===== src/rtl/pin_router.sv =====
// Routes core pin groups to one of NUM_PORTS pad banks each, with per-group break-before-make gap and park.
// Outputs are combinational from registered state; define PIN_ROUTER_SYNC_EN for 2-flop pad input synchronisers.
module pin_router #(
  parameter int   NUM_GROUPS = 4,
  parameter int   GROUP_W    = 8,
  parameter int   NUM_PORTS  = 2,
  parameter int   GAP_CYCLES = 4,
  parameter int   RESET_SEL  = 0,
  parameter logic IDLE_IN    = 1'b1,
  localparam int  SELW       = (NUM_PORTS > 1) ? $clog2(NUM_PORTS) : 1,
  localparam int  N          = NUM_GROUPS * GROUP_W,
  localparam int  PW         = NUM_GROUPS * NUM_PORTS * GROUP_W
) (
  input  logic                       clk_cog,
  input  logic                       nres,
  input  logic [NUM_GROUPS*SELW-1:0] sel,
  input  logic [N-1:0]               pin_out,
  input  logic [N-1:0]               pin_dir,
  output logic [N-1:0]               pin_in,
  input  logic [PW-1:0]              port_in,
  output logic [PW-1:0]              port_out,
  output logic [PW-1:0]              port_oe,
  output logic [NUM_GROUPS-1:0]      busy
);

  localparam int CNTW = (GAP_CYCLES > 1) ? $clog2(GAP_CYCLES) : 1;
  localparam logic [CNTW-1:0] GAP_LAST = CNTW'(GAP_CYCLES - 1);
  localparam logic [SELW-1:0] SEL_RST  = SELW'(RESET_SEL);

  generate
    if (GAP_CYCLES < 1) begin : g_bad_gap
      $error("pin_router: GAP_CYCLES must be at least 1");
    end
    if (NUM_PORTS < 2) begin : g_bad_ports
      $error("pin_router: NUM_PORTS must be at least 2");
    end
  endgenerate

  typedef enum logic [1:0] {ST_ACTIVE, ST_GAP, ST_PARK} state_t;

  state_t                     r_state [NUM_GROUPS];
  logic [SELW-1:0]            r_cur   [NUM_GROUPS];
  logic [SELW-1:0]            r_tgt   [NUM_GROUPS];
  logic [CNTW-1:0]            r_cnt   [NUM_GROUPS];
  logic [NUM_GROUPS*SELW-1:0] r_sel_q;
  logic [NUM_GROUPS-1:0]      r_busy;

  logic [SELW-1:0]       w_req    [NUM_GROUPS];
  logic [NUM_GROUPS-1:0] w_req_ok;
  logic [PW-1:0]         w_src;
  logic [N-1:0]          w_ext;

  always_comb begin
    w_req_ok = '0;
    for (int g = 0; g < NUM_GROUPS; g++) begin
      w_req[g]    = r_sel_q[g*SELW +: SELW];
      w_req_ok[g] = (int'(w_req[g]) < NUM_PORTS);
    end
  end

  // busy is registered alongside the state so it never glitches on decode
  always_ff @(posedge clk_cog) begin
    if (!nres) begin
      r_sel_q <= {NUM_GROUPS{SEL_RST}};
      r_busy  <= '0;
      for (int g = 0; g < NUM_GROUPS; g++) begin
        r_state[g] <= ST_ACTIVE;
        r_cur[g]   <= SEL_RST;
        r_tgt[g]   <= SEL_RST;
        r_cnt[g]   <= '0;
      end
    end else begin
      r_sel_q <= sel;
      for (int g = 0; g < NUM_GROUPS; g++) begin
        case (r_state[g])
          ST_ACTIVE: begin
            if (w_req[g] != r_cur[g]) begin
              r_busy[g] <= 1'b1;
              if (w_req_ok[g]) begin
                r_state[g] <= ST_GAP;
                r_tgt[g]   <= w_req[g];
                r_cnt[g]   <= GAP_LAST;
              end else begin
                r_state[g] <= ST_PARK;
              end
            end
          end
          ST_GAP: begin
            if (w_req[g] != r_tgt[g]) begin
              if (w_req_ok[g]) begin
                r_tgt[g] <= w_req[g];
                r_cnt[g] <= GAP_LAST;
              end else begin
                r_state[g] <= ST_PARK;
              end
            end else if (r_cnt[g] == '0) begin
              r_state[g] <= ST_ACTIVE;
              r_cur[g]   <= r_tgt[g];
              r_busy[g]  <= 1'b0;
            end else begin
              r_cnt[g] <= r_cnt[g] - CNTW'(1);
            end
          end
          ST_PARK: begin
            // leaving park always goes through a full gap
            if (w_req_ok[g]) begin
              r_state[g] <= ST_GAP;
              r_tgt[g]   <= w_req[g];
              r_cnt[g]   <= GAP_LAST;
            end
          end
          default: begin
            r_state[g] <= ST_PARK;
            r_busy[g]  <= 1'b1;
          end
        endcase
      end
    end
  end

`ifdef PIN_ROUTER_SYNC_EN
  logic [PW-1:0] r_sync1;
  logic [PW-1:0] r_sync2;

  always_ff @(posedge clk_cog) begin
    if (!nres) begin
      r_sync1 <= {PW{IDLE_IN}};
      r_sync2 <= {PW{IDLE_IN}};
    end else begin
      r_sync1 <= port_in;
      r_sync2 <= r_sync1;
    end
  end

  assign w_src = r_sync2;
`else
  assign w_src = port_in;
`endif

  always_comb begin
    port_out = '0;
    port_oe  = '0;
    w_ext    = {N{IDLE_IN}};
    for (int g = 0; g < NUM_GROUPS; g++) begin
      for (int p = 0; p < NUM_PORTS; p++) begin
        if (r_state[g] == ST_ACTIVE && r_cur[g] == SELW'(p)) begin
          port_out[(g*NUM_PORTS+p)*GROUP_W +: GROUP_W] = pin_out[g*GROUP_W +: GROUP_W];
          port_oe [(g*NUM_PORTS+p)*GROUP_W +: GROUP_W] = pin_dir[g*GROUP_W +: GROUP_W];
          w_ext[g*GROUP_W +: GROUP_W] = w_src[(g*NUM_PORTS+p)*GROUP_W +: GROUP_W];
        end
      end
    end
  end

  // output bits read back the core's own drive value instead of the pad
  assign pin_in = (pin_dir & pin_out) | (~pin_dir & w_ext);
  assign busy   = r_busy;

endmodule

===== config.mk =====
export PLATFORM = sky130hd
export DESIGN_NAME = pin_router
export DESIGN_NICKNAME = d
export VERILOG_FILES = /design/src/rtl/pin_router.sv
export SDC_FILE = /design/constraint.sdc
export NUM_CORES = 1
export LEC_CHECK = 0
export CAP_MARGIN = 20
export CORE_ASPECT_RATIO = 1.25
export CORE_MARGIN = 8
export CORE_UTILIZATION = 28
export CTS_CLUSTER_SIZE = 16
export DETAILED_ROUTE_END_ITERATION = 10
export GPL_ROUTABILITY_DRIVEN = 0
export PLACE_DENSITY_LB_ADDON = 0.08
export SYNTH_ARGS = -nofsm -noshare
export SYNTH_HDL_FRONTEND = slang
export SYNTH_SLANG_ARGS = --single-unit

===== constraint.sdc =====
create_clock -name clk_cog -period 1.3 [get_ports clk_cog]
set_input_delay 0.13 -clock clk_cog [delete_from_list [all_inputs] [get_ports clk_cog]]
set_output_delay 0.13 -clock clk_cog [all_outputs]
set_load 0.1 [all_outputs]

==> flow_summary.toml <==
[die]
die_h_um = 136
die_area_um2 = 15200
coreArea_um2 = 11100
ioPinCount = 298
rows = 43
start_util = 0.288
die_x_um = 112

[timing]
slew_viol_final = 0
fin_crit_ns = 2.06
finalHoldViolations = 0
skew_ns = 0.00361
slew_headroom = 0.508
layout_setup_ws_ns = -0.757
worst-slew-pin-transition_ns = 0.730
rsz0062_at_grt = "true"
post-route-period-util = 1.58
setup_violations = 206
timing.hold.ws_ns = 0.430
max_clock_freq_ghz = 0.486

[pwr]
total_power_w = 0.0195
p_leak_nw = 4.21
power_frac_seq = 0.086
vdd_drop_max_uv = 1310
comb_power_share = 0.845
power.internal_w = 0.00868
clkPwrFrac = 0.069
p_switching_w = 0.0108
pwr_density_cell_nw_per_um2 = 1820
switching_share = 0.554

[synth]
synth.area.mux_share = 0.0133
syn_area_um2 = 3210
synthSimpleGateAreaFrac = 0.423
synth_adder_area_share = 0.0156
synth_xor_area_frac = 0.0218
yosysUniqueCellTypes = 42
synthCells = 446
synth.avg_cell_area_um2 = 7.19
synthFlopType = "edfxtp_1"
synth_top_family_by_area = "simple AND/OR/NAND/NOR gates"
synthTopCellsByArea = "edfxtp_1 17%, and2_1 13%, and3_1 13%"
synth_compound_area_frac = 0.200
yosys_warnings = 0
postSynth.asyncResetShare = 0
synth_edf_count = 18
ys_seq_elements = 32
ys_seq_area_frac = 0.256
yosys.area.top_type = "edfxtp_1"
netlist.area_leader.share = 0.169
syn-num-nets = 584

[cts]
clk_pin_slew_worst_paths_ns = 0.06
cts_tree = "done"
clock_latency_ns = 0.29
htreeDepth = 2
postCtsHoldBufs = 0
cts_buffer_depth = 2
cts_root_buf = "clkbuf_16"
tritoncts.num_buffers = 5
cts_sinks = 32

[routing]
first_iter_violations = 488
ant_nets = 0
avgViaCountPerCell = 6.26
drc_errors = 0
dr_total_vias = 5970
firstDrtPassIters = 5
wire_per_inst_um = 32.9
wl_mm = 31.3

[critical_path]
cp_num_buf_inv = 3
critPathTopFamily = "buffers and inverters"
cpMaxStageDelayCell = "edfxtp_1"
worstPathArrival_ns = 1.93
start_kind = "flip-flop"
crit_fanout = 14
path_cells = "buf_4 -> nor2_4 -> buf_8 -> and3_2 -> buf_12"
cp.required_ns = 1.17
crit_path_end_kind = "primary output"
slowest_delay_ns = 0.45
critical_path_class = "reg -> out"

[global_routing]
antenna_found_initial = 1
grt_pass1_wl_mm = 37.2
overflow = 0
grt_max_degree = 19
grt_use_total = 0.315
grt_pass1_vias = 5988

[hold_path]
min_path_type = "in -> reg"

[status]
violations = "setup timing"
status = "finished, violations left"

[finish]
layout.nets = 953
syn2layout_area_growth_pct = 234
fillers = 199
post_route_cells_drive_above_1_share = 0.672

[place]
numPortBuffers = 297
dp_worst_setup_slack_ns = -0.340
hpwl_mm = 16.7

[job]
drv_cap = 0
power groups by stage:
stage	Combinational, W	Clock (W)	Sequential, W
after floorplan	0.00879	0	0.00175
after global placement	0.0137	0	0.00153
after detailed placement	0.0140	0	0.00156
final	0.0164	0.00135	0.00168
after CTS	0.0150	0.00128	0.00157
after global routing	0.0167	0.00138	0.00168
per-stage QoR:
| step | area, um2 | TNS, ns | utilization | instances |
|---|---|---|---|---|
| 6_report | 10700 | -101.28 | 0.963 | 953 |
| 2_1_floorplan | 4610 | -22.74 | - | 446 |
| 4_1_cts | 10400 | -74.57 | 0.932 | 940 |
| 5_1_grt | 10700 | -102.87 | 0.963 | 952 |
| 3_5_place_dp | 9660 | -32.86 | 0.867 | 912 |
| 3_3_place_gp | 9660 | -23.77 | 0.867 | 912 |
registers in the layout, summed over array words and instances, names as in the netlist:
| register | count |
|---|---|
| r_cur | 4 |
| busy | 4 |
| r_state | 8 |
| r_tgt | 4 |
| r_sel_q | 4 |
| r_cnt | 8 |
cells by family after synthesis:
kind of cell | Yosys count
simple gates | 239
compound gates | 109
buf+inv | 50
flops | 32
xor+xnor | 8
mux | 4
fa+ha+maj | 4
timing repair:
item,4_1_cts,5_1_grt
gates resized for setup,100,69
setup endpoints to repair,189,201
setup buffers,20,20
pin swaps,63,41
gates cloned,2,1
cells in the final DEF, fill, tap and decap left out, types with 4 or more instances in the layout:
cell             instances
edfxtp_1                18
a31oi_1                  4
buf_12                 171
a21oi_2                  5
and3_4                  60
nand3_1                  6
nor3_1                   4
o22ai_4                 32
clkdlybuf4s50_1        133
o21ai_0                  4
o21ai_4                 34
and2_4                  64
dfxtp_2                  6
inv_2                    4
nor2_2                   5
buf_4                   48
nand2_2                  8
nor2_1                   6
nand2_1                 41
or3_4                    7
o21ai_1                  6
nor3_4                   4
buf_6                   38
and2_1                   4
dfxtp_1                  6
a21oi_1                  8
and3_2                   6
nor2_4                   6
inv_1                   13
clkbuf_16                7
nand2_8                  4
layout make-up:
cell class | count | area [um2] | share of cell area
diodes | 2 | 5.00 | 0.000467
clock buffers | 6 | 150 | 0.0140
clock inverters | 2 | 12.5 | 0.00117
inverters | 18 | 70.1 | 0.00653
multi-input cells | 364 | 3870 | 0.361
flip-flops and latches | 32 | 836 | 0.0779
well taps | 135 | 169 | 0.0157
repair buffers | 394 | 5610 | 0.523
per-layer routing:
layer	GRT usage	share of wire	up-vias
met5	0	0	-
li1	-	-	2341
met3	0.0629	0.067	225
met4	0.179	0.094	0
met1	0.290	0.30	2879
met2	0.631	0.54	525
synth_stat cells, types with 3 or more instances:
library cell and count:
a211o_1 3, a21oi_1 13, a31oi_1 4, and2_1 68, and3_1 66, buf_2 10
buf_6 3, clkbuf_1 18, dfxtp_1 14, edfxtp_1 18, ha_1 4, inv_1 18
nand2_1 56, nand3_1 8, nand4b_1 3, nor2_1 13, nor2_4 3, nor3_1 5
nor3_2 3, o21ai_0 28, o21ai_1 18, o22ai_1 33, or3_1 7, xnor2_1 6
worst reg2reg max path, delay by kind of cell (launching register included):
kind                       cells  cell delay, ns
AOI/OAI and AO/OA              1            0.60
adders and majority gates      1            0.22
buffers and inverters          2            0.31
DFF                            1            0.43
and+or+nand+nor                2            0.24
final timing paths:
check | from | endpoint | slack [ns] | depth (start not counted)
min | sel[3] | r_sel_q[3] | 0.43 | 2
max | r_state[0][0] | port_oe[10] | -0.76 | 5
min reg2reg | busy[3] | busy[3] | 0.56 | 2
max reg2reg | r_cnt[1][1] | r_cnt[1][1] | -0.64 | 6
Note: power is estimated with default switching activity, not from simulation.
